$ cat src/rtl/acorn128_decrypt.sv
// Bit-serial ACORN-128 decryption core: one state-update step per active cycle,
// streaming AD/ciphertext in, plaintext out, and a tag verdict at the end.
module acorn128_decrypt #(
  parameter int TAG_BITS = 128
) (
  input  logic                clk,
  input  logic                rst,
  input  logic                start,
  input  logic [127:0]        key,
  input  logic [127:0]        iv,
  input  logic                ad_none,
  input  logic                ct_none,
  input  logic [TAG_BITS-1:0] tag_in,
  input  logic                ad_valid,
  input  logic                ad_bit,
  input  logic                ad_last,
  output logic                ad_ready,
  input  logic                ct_valid,
  input  logic                ct_bit,
  input  logic                ct_last,
  output logic                ct_ready,
  output logic                pt_valid,
  output logic                pt_bit,
  output logic                pt_last,
  output logic                busy,
  output logic                done,
  output logic                tag_ok
);

  localparam logic [3:0] IDLE     = 4'd0;
  localparam logic [3:0] LOAD_KEY = 4'd1;
  localparam logic [3:0] LOAD_IV  = 4'd2;
  localparam logic [3:0] INIT     = 4'd3;
  localparam logic [3:0] AD       = 4'd4;
  localparam logic [3:0] AD_PAD   = 4'd5;
  localparam logic [3:0] CT       = 4'd6;
  localparam logic [3:0] CT_PAD   = 4'd7;
  localparam logic [3:0] FINAL    = 4'd8;
  localparam logic [3:0] DONE     = 4'd9;

  localparam logic [10:0] TAG_OFF = 11'(768 - TAG_BITS);

  logic [3:0]          fsm, fsm_nxt;
  logic [10:0]         cnt;
  logic [292:0]        st, t, st_nxt;
  logic [127:0]        key_r, iv_r;
  logic [TAG_BITS-1:0] tag_r;
  logic                ad_none_r, ct_none_r, mism;
  logic                ks, f, m, ca, cb, step, phase_end, tag_win, ks_bad;

  function automatic logic maj(input logic a, input logic b, input logic c);
    return (a & b) ^ (a & c) ^ (b & c);
  endfunction

  function automatic logic ch(input logic x, input logic y, input logic z);
    return (x & y) ^ (~x & z);
  endfunction

  // Six in-place feedback XORs; each right-hand side reads bits not yet updated.
  always_comb begin
    t      = st;
    t[289] = st[289] ^ st[235] ^ st[230];
    t[230] = st[230] ^ st[196] ^ st[193];
    t[193] = st[193] ^ st[160] ^ st[154];
    t[154] = st[154] ^ st[111] ^ st[107];
    t[107] = st[107] ^ st[66]  ^ st[61];
    t[61]  = st[61]  ^ st[23]  ^ st[0];
    ks     = t[12] ^ t[154] ^ maj(t[235], t[61], t[193]) ^ ch(t[230], t[111], t[66]);
  end

  always_comb begin
    step = 1'b0;
    m    = 1'b0;
    ca   = 1'b1;
    cb   = 1'b1;
    case (fsm)
      LOAD_KEY: begin step = 1'b1; m = key_r[cnt[6:0]]; end
      LOAD_IV:  begin step = 1'b1; m = iv_r[cnt[6:0]]; end
      INIT:     begin step = 1'b1; m = key_r[cnt[6:0]] ^ (cnt == 11'd0); end
      AD:       begin step = ad_valid; m = ad_bit; end
      AD_PAD:   begin step = 1'b1; m = (cnt == 11'd0); ca = ~cnt[7]; end
      CT:       begin step = ct_valid; m = ct_bit ^ ks; cb = 1'b0; end
      CT_PAD:   begin step = 1'b1; m = (cnt == 11'd0); ca = ~cnt[7]; cb = 1'b0; end
      FINAL:    begin step = 1'b1; end
      default:  ;
    endcase
  end

  always_comb begin
    f      = t[0] ^ ~t[107] ^ maj(t[244], t[23], t[160]) ^ (ca & t[196]) ^ (cb & ks);
    st_nxt = {f ^ m, t[292:1]};
  end

  always_comb begin
    phase_end = 1'b0;
    fsm_nxt   = fsm;
    case (fsm)
      LOAD_KEY: begin phase_end = (cnt == 11'd127);  fsm_nxt = LOAD_IV; end
      LOAD_IV:  begin phase_end = (cnt == 11'd127);  fsm_nxt = INIT; end
      INIT:     begin phase_end = (cnt == 11'd1535); fsm_nxt = ad_none_r ? AD_PAD : AD; end
      AD:       begin phase_end = ad_last;           fsm_nxt = AD_PAD; end
      AD_PAD:   begin phase_end = (cnt == 11'd255);  fsm_nxt = ct_none_r ? CT_PAD : CT; end
      CT:       begin phase_end = ct_last;           fsm_nxt = CT_PAD; end
      CT_PAD:   begin phase_end = (cnt == 11'd255);  fsm_nxt = FINAL; end
      FINAL:    begin phase_end = (cnt == 11'd767);  fsm_nxt = DONE; end
      default:  ;
    endcase
  end

  // Tag bits are consumed LSB-first by shifting, matching keystream order.
  assign tag_win = (fsm == FINAL) && (cnt >= TAG_OFF);
  assign ks_bad  = tag_win && (ks != tag_r[0]);

  always_ff @(posedge clk or negedge rst) begin
    if (!rst) begin
      fsm       <= IDLE;
      cnt       <= '0;
      st        <= '0;
      key_r     <= '0;
      iv_r      <= '0;
      tag_r     <= '0;
      ad_none_r <= 1'b0;
      ct_none_r <= 1'b0;
      mism      <= 1'b0;
      pt_valid  <= 1'b0;
      pt_bit    <= 1'b0;
      pt_last   <= 1'b0;
      tag_ok    <= 1'b0;
    end else begin
      pt_valid <= 1'b0;
      pt_last  <= 1'b0;
      if ((fsm == IDLE || fsm == DONE) && start) begin
        key_r     <= key;
        iv_r      <= iv;
        tag_r     <= tag_in;
        ad_none_r <= ad_none;
        ct_none_r <= ct_none;
        st        <= '0;
        cnt       <= '0;
        mism      <= 1'b0;
        tag_ok    <= 1'b0;
        fsm       <= LOAD_KEY;
      end else if (fsm == DONE) begin
        fsm <= IDLE;
      end else if (step) begin
        st  <= st_nxt;
        cnt <= phase_end ? 11'd0 : cnt + 11'd1;
        if (phase_end) fsm <= fsm_nxt;
        if (fsm == CT) begin
          pt_valid <= 1'b1;
          pt_bit   <= m;
          pt_last  <= ct_last;
        end
        if (tag_win) begin
          tag_r <= tag_r >> 1;
          if (ks_bad) mism <= 1'b1;
        end
        if (fsm == FINAL && phase_end) tag_ok <= ~(mism | ks_bad);
      end
    end
  end

  assign ad_ready = (fsm == AD);
  assign ct_ready = (fsm == CT);
  assign done     = (fsm == DONE);
  assign busy     = (fsm != IDLE) && (fsm != DONE);

endmodule

$ cat config.mk
export PLATFORM = sky130hd
export DESIGN_NAME = acorn128_decrypt
export DESIGN_NICKNAME = d
export VERILOG_FILES = /design/src/rtl/acorn128_decrypt.sv
export SDC_FILE = /design/constraint.sdc
export NUM_CORES = 1
export LEC_CHECK = 0
export BUFFER_PORTS_ARGS = -buffer_cell sky130_fd_sc_hd__clkbuf_2
export CORE_MARGIN = 4
export CORE_UTILIZATION = 35
export DETAILED_ROUTE_END_ITERATION = 10
export PLACE_DENSITY = 0.61
export SKIP_LAST_GASP = 1
export SLEW_MARGIN = 20
export SYNTH_ARGS = -nofsm -noshare
export SYNTH_HDL_FRONTEND = slang
export SYNTH_SLANG_ARGS = --single-unit
$ cat constraint.sdc
create_clock -name clk -period 7.65 [get_ports clk]
set_clock_uncertainty 0.15 [all_clocks]
set_input_delay 1.9125 -clock clk [delete_from_list [all_inputs] [get_ports clk]]
set_output_delay 1.9125 -clock clk [all_outputs]
set_load 0.05 [all_outputs]
# Word level (Yosys, flattened, before mapping)
# Cells that the tools add are included.
totals:
  regBits: 699
  latchBits: 0
  mem_bits_rw: 0
  rom_bits: 0
  out_inout_bits: 8
  elab_cells: 146
  mem_count: 0
classes:
  add_sub_neg: 1
  multipliers: 0
  div: 0
  order_cmp: 2
  eq_ne: 16
  shift: 0
  n_mux: 44
  bitwise: 44
  reduce_logical: 26
op_table:
  columns: ["op", "count"]
  rows:
  - ["293-bit two-way mux", 3]
  - ["128-bit two-way mux", 4]
  - ["11-bit two-way mux", 4]
  - ["4-bit one-hot mux with 8 select lines", 1]
  - ["1-bit XOR", 27]
  - ["1-bit two-way mux", 23]
  - ["4-bit by 3-bit equality test with 1-bit output (second input constant)", 4]
  - ["4-bit two-way mux", 4]
  - ["1-bit binary-select mux with 7-bit select", 2]
  - ["1-bit one-hot mux with 6 select lines", 2]
  - ["11-bit by 1-bit adder with 11-bit output (second input constant)", 1]
  - ["11-bit by 10-bit equality test with 1-bit output (second input constant)", 1]
  - ["11-bit equality test (second input constant)", 1]
  - ["11-bit by 7-bit equality test with 1-bit output (second input constant)", 1]
  - ["11-bit by 8-bit equality test with 1-bit output (second input constant)", 1]
  - ["11-bit by 10-bit greater-or-equal comparator with 1-bit output (second input constant)", 1]
  - ["11-bit logical NOT", 1]
  - ["1-bit AND", 10]
  - ["10-bit nonzero test", 1]
  - ["3-bit AND reduction", 3]
  - ["4-bit by 2-bit equality test with 1-bit output (second input constant)", 2]
  - ["4-bit equality test (second input constant)", 2]
  - ["7-bit by 8-bit less-than comparator with 1-bit output (second input constant)", 1]
  - ["4-bit AND reduction", 2]
  - ["other kinds (16)", 31]

# Longest topological paths before layout
depth:
  ltp_word: 15
  mapped_depth: 12

# Worst setup path after synthesis
# No wires, ideal clock.
synth_path:
  path_kind: "register to output"
  start: "register fsm[1]"
  end: "output port ad_ready"
  arrival_ns: 1.783
  required_ns: 5.588
  path_slack_ns: 3.804
  path_stages_with_launch: 4
  path_cell_list: "dfrtp_1 > buf_2 > buf_2 > nor3_1"
synth_between:
  elab_chain_len: 1
synth_rtl:
  columns: ["item", "line", "source"]
  rows:
  - ["start: declaration", "43", "logic [3:0] fsm, fsm_nxt;"]
  - ["start signal: assignment", "148", "if (phase_end) fsm <= fsm_nxt;"]
  - ["4-bit by 3-bit equality test with 1-bit output", "163", "assign ad_ready = (fsm == AD);"]
  - ["end: declaration", "17", "output logic ad_ready,"]
# Every way passes these cells.

# Worst setup path after layout
layout_path:
  start: "register fsm[2]"
  end: "output port ct_ready"
layout_between:
  elab_chain_len: 1
layout_rtl:
  columns: ["item", "line", "source"]
  rows:
  - ["4-bit by 3-bit equality test with 1-bit output", "164", "assign ct_ready = (fsm == CT);"]
  - ["end: declaration", "21", "output logic ct_ready,"]
# Every way passes these cells.

==> impl_metrics.tcl <==
set metrics [dict create \
    ys.warnings.count 0 \
    num_rows 108 \
    area_delta_synth_final_pct 17.9 \
    cts_inserted_buffers 79 \
    gp_congestion 0.796 \
    yosysTopAreaCell "dfrtp_1" \
    grt_max_degree 201 \
    synth_cells 3294 \
    wirelength_mm 81.0 \
    synth_edf_count 0 \
    drv_cap 0 \
    cts_max_level 3 \
    finalSetupViolCount 0 \
    final_cells 4791 \
    ys_ff_latch 699 \
    yosys.area.top_type_share 0.570 \
    yosysSeqAreaShare 0.570 \
    dieArea_um2 92500 \
    async_flop_share 1.00 \
    synth.cell_area_um2 30700 \
    ctsRootBufferMaster "clkbuf_16" \
    finalHoldViolCount 0 \
    postSynthAreaPerCell_um2 9.32 \
    drive_gt1_frac 0.172 \
    max-slew-margin-rel 0.278 \
    die_y_um 304 \
    post_drt_wl_per_cell_um 16.9 \
    setup_tns_ps 0 \
    ys.flop_type "dfrtp_1" \
    yosysMostFrequentCell "nand2_1" \
    vias 23500 \
    final_util 0.417 \
    syn_nets 3691 \
    drcViolationCount 0 \
    powerDensity_nw_per_um2 220 \
    ios 403 \
    path_class "reg2out" \
    synth_top_cells_by_area "dfrtp_1, nand2_1, nand3_1" \
    core_area_um2 86900 \
    status "finished clean" \
    cp-start-kind "flop" \
    drt-pass1-iter-count 5 \
    fmax_ghz 0.226 \
    antenna_left 0 \
    cp-end-kind "output pin" \
    r2r_slack_ps 3710 \
    die_x_um 304 \
    worstMarginPinSlew_ps 1080 \
    min_path_type "reg2reg" \
    cts.reportedPaths.clkPinSlew_ps 60 \
    ys_types 72 \
    antenna_found_initial 7 \
    maxSlewViolCount 0 \
    drtIter0Drc 1820 \
    cts.sinks 699 \
    grt_usage 0.172 \
    place_inst 4642 \
    rsz0062_at_grt "false" \
    hold_buffers 0 \
    cts_setup_buffers 0 \
    cts-resized-gates 0 \
    dp_hpwl_mm 52.1 \
    overflow 0 \
    worstPathRequired_ps 5590 \
    clk_path_buf_depth 3 \
    ir_worst_vdd_v 0.000145 \
    avgViaCountPerCell 4.90 \
    grt_pass1_vias 23500 \
    clk_latency_ps 630 \
    leakagePower_nw 19.0 \
    period_share 0.578 \
    netlist_top_cells_count "nand2_1, dfrtp_1, nand3_1" \
    cp_max_fo 17 \
    cts_tree "built" \
    initial_utilization 0.353 \
    min_period_ps 4420 \
    grt_first_pass_wirelength_mm 130 \
    nNetsFinal 3967 \
    numPortBuffers 402 \
    cp.arrival_ps 2360 \
]
==> worst max-delay path: stages (launching register included) <==
cell and delay (ps):
dfrtp_1 640, and3b_1 340, nor2b_1 410, clkbuf_2 360
==> layer usage <==
layer / routed length (um) / track usage / up-vias
li1: - / - / 11300
met1: 37000 / 0.241 / 11400
met2: 37300 / 0.269 / 564
met3: 4070 / 0.0340 / 135
met4: 2650 / 0.0589 / 4
met5: 23 / 0 / -
==> state kept, by name, indices dropped and copies added (netlist names) <==
name	flops
ad_none_r	1
cnt	11
ct_none_r	1
fsm	4
iv_r	128
key_r	128
mism	1
pt_bit	1
pt_last	1
pt_valid	1
st	293
tag_ok	1
tag_r	128
==> layout by cell type (no fill, tap or decap), types with 11 or more instances in the layout <==
| master | n |
|---|---|
| a21oi_1 | 145 |
| a22oi_1 | 12 |
| buf_12 | 11 |
| buf_4 | 16 |
| clkbuf_1 | 13 |
| clkbuf_16 | 80 |
| clkbuf_2 | 401 |
| clkbuf_8 | 20 |
| clkinv_2 | 13 |
| dfrtp_1 | 696 |
| mux2i_1 | 145 |
| mux4_1 | 12 |
| mux4_2 | 43 |
| nand2_1 | 1367 |
| nand2b_1 | 11 |
| nand3_1 | 304 |
| nor2_1 | 150 |
| o21ai_0 | 32 |
==> worst paths after layout <==
kind	startpoint	endpoint	cells after the start
worst min-delay path	st[99]$_DFFE_PN0P_	st[98]$_DFFE_PN0P_	2
worst min register to register	st[99]$_DFFE_PN0P_	st[98]$_DFFE_PN0P_	2
worst max register to register	cnt[0]$_DFFE_PN0P_	st[292]$_DFFE_PN0P_	9
min in group asynchronous	rst	st[25]$_DFFE_PN0P_	1
worst max-delay path	fsm[2]$_DFFE_PN0P_	ct_ready	3
max in group asynchronous	rst	key_r[104]$_DFFE_PN0P_	3
==> report_power, final <==
part / leakage (nW) / total [mW] / switching [mW] / internal [mW]
Sequential: 8.54 / 3.80 / 0.0361 / 3.77
Clock: 1.30 / 3.84 / 1.58 / 2.27
Combinational: 9.18 / 0.304 / 0.171 / 0.134
Total: 19.0 / 7.95 / 1.78 / 6.17
==> cell families after synthesis <==
family / count (synthesis) / synth area share
XOR/XNOR: 22 / 0.00864
AND/OR/NAND/NOR: 1888 / 0.249
adder cells (fa/ha/maj): 4 / 0.00147
buffers and inverters: 242 / 0.0348
AO/OA/AOI/OAI: 232 / 0.0441
multiplexers: 207 / 0.0921
flip-flops: 699 / 0.570
==> final cells by class <==
type                    instances  area [um2]
clock inverters                29         318
fillers                      8606       50700
inverters                       7        26.3
clock buffers                 113        2330
well taps                    1155        1450
repair buffers                430        2390
multi-input cells            2353       12200
flip-flops and latches        699       17500
diodes                          5        12.5
==> per-stage QoR <==
stage / total power, mW / setup WS, ps / hold WS, ps / instance area, um2
after floorplan: 3.95 / 3800 / 280 / 30700
after global placement: 4.18 / 2690 / 296 / 33500
after detailed placement: 4.18 / 2760 / 297 / 33500
after CTS: 8.07 / 3230 / 304 / 36100
after global routing: 8.27 / 3140 / 324 / 36200
final: 7.95 / 3230 / 301 / 36200
Note: power is estimated with default switching activity, not from simulation.
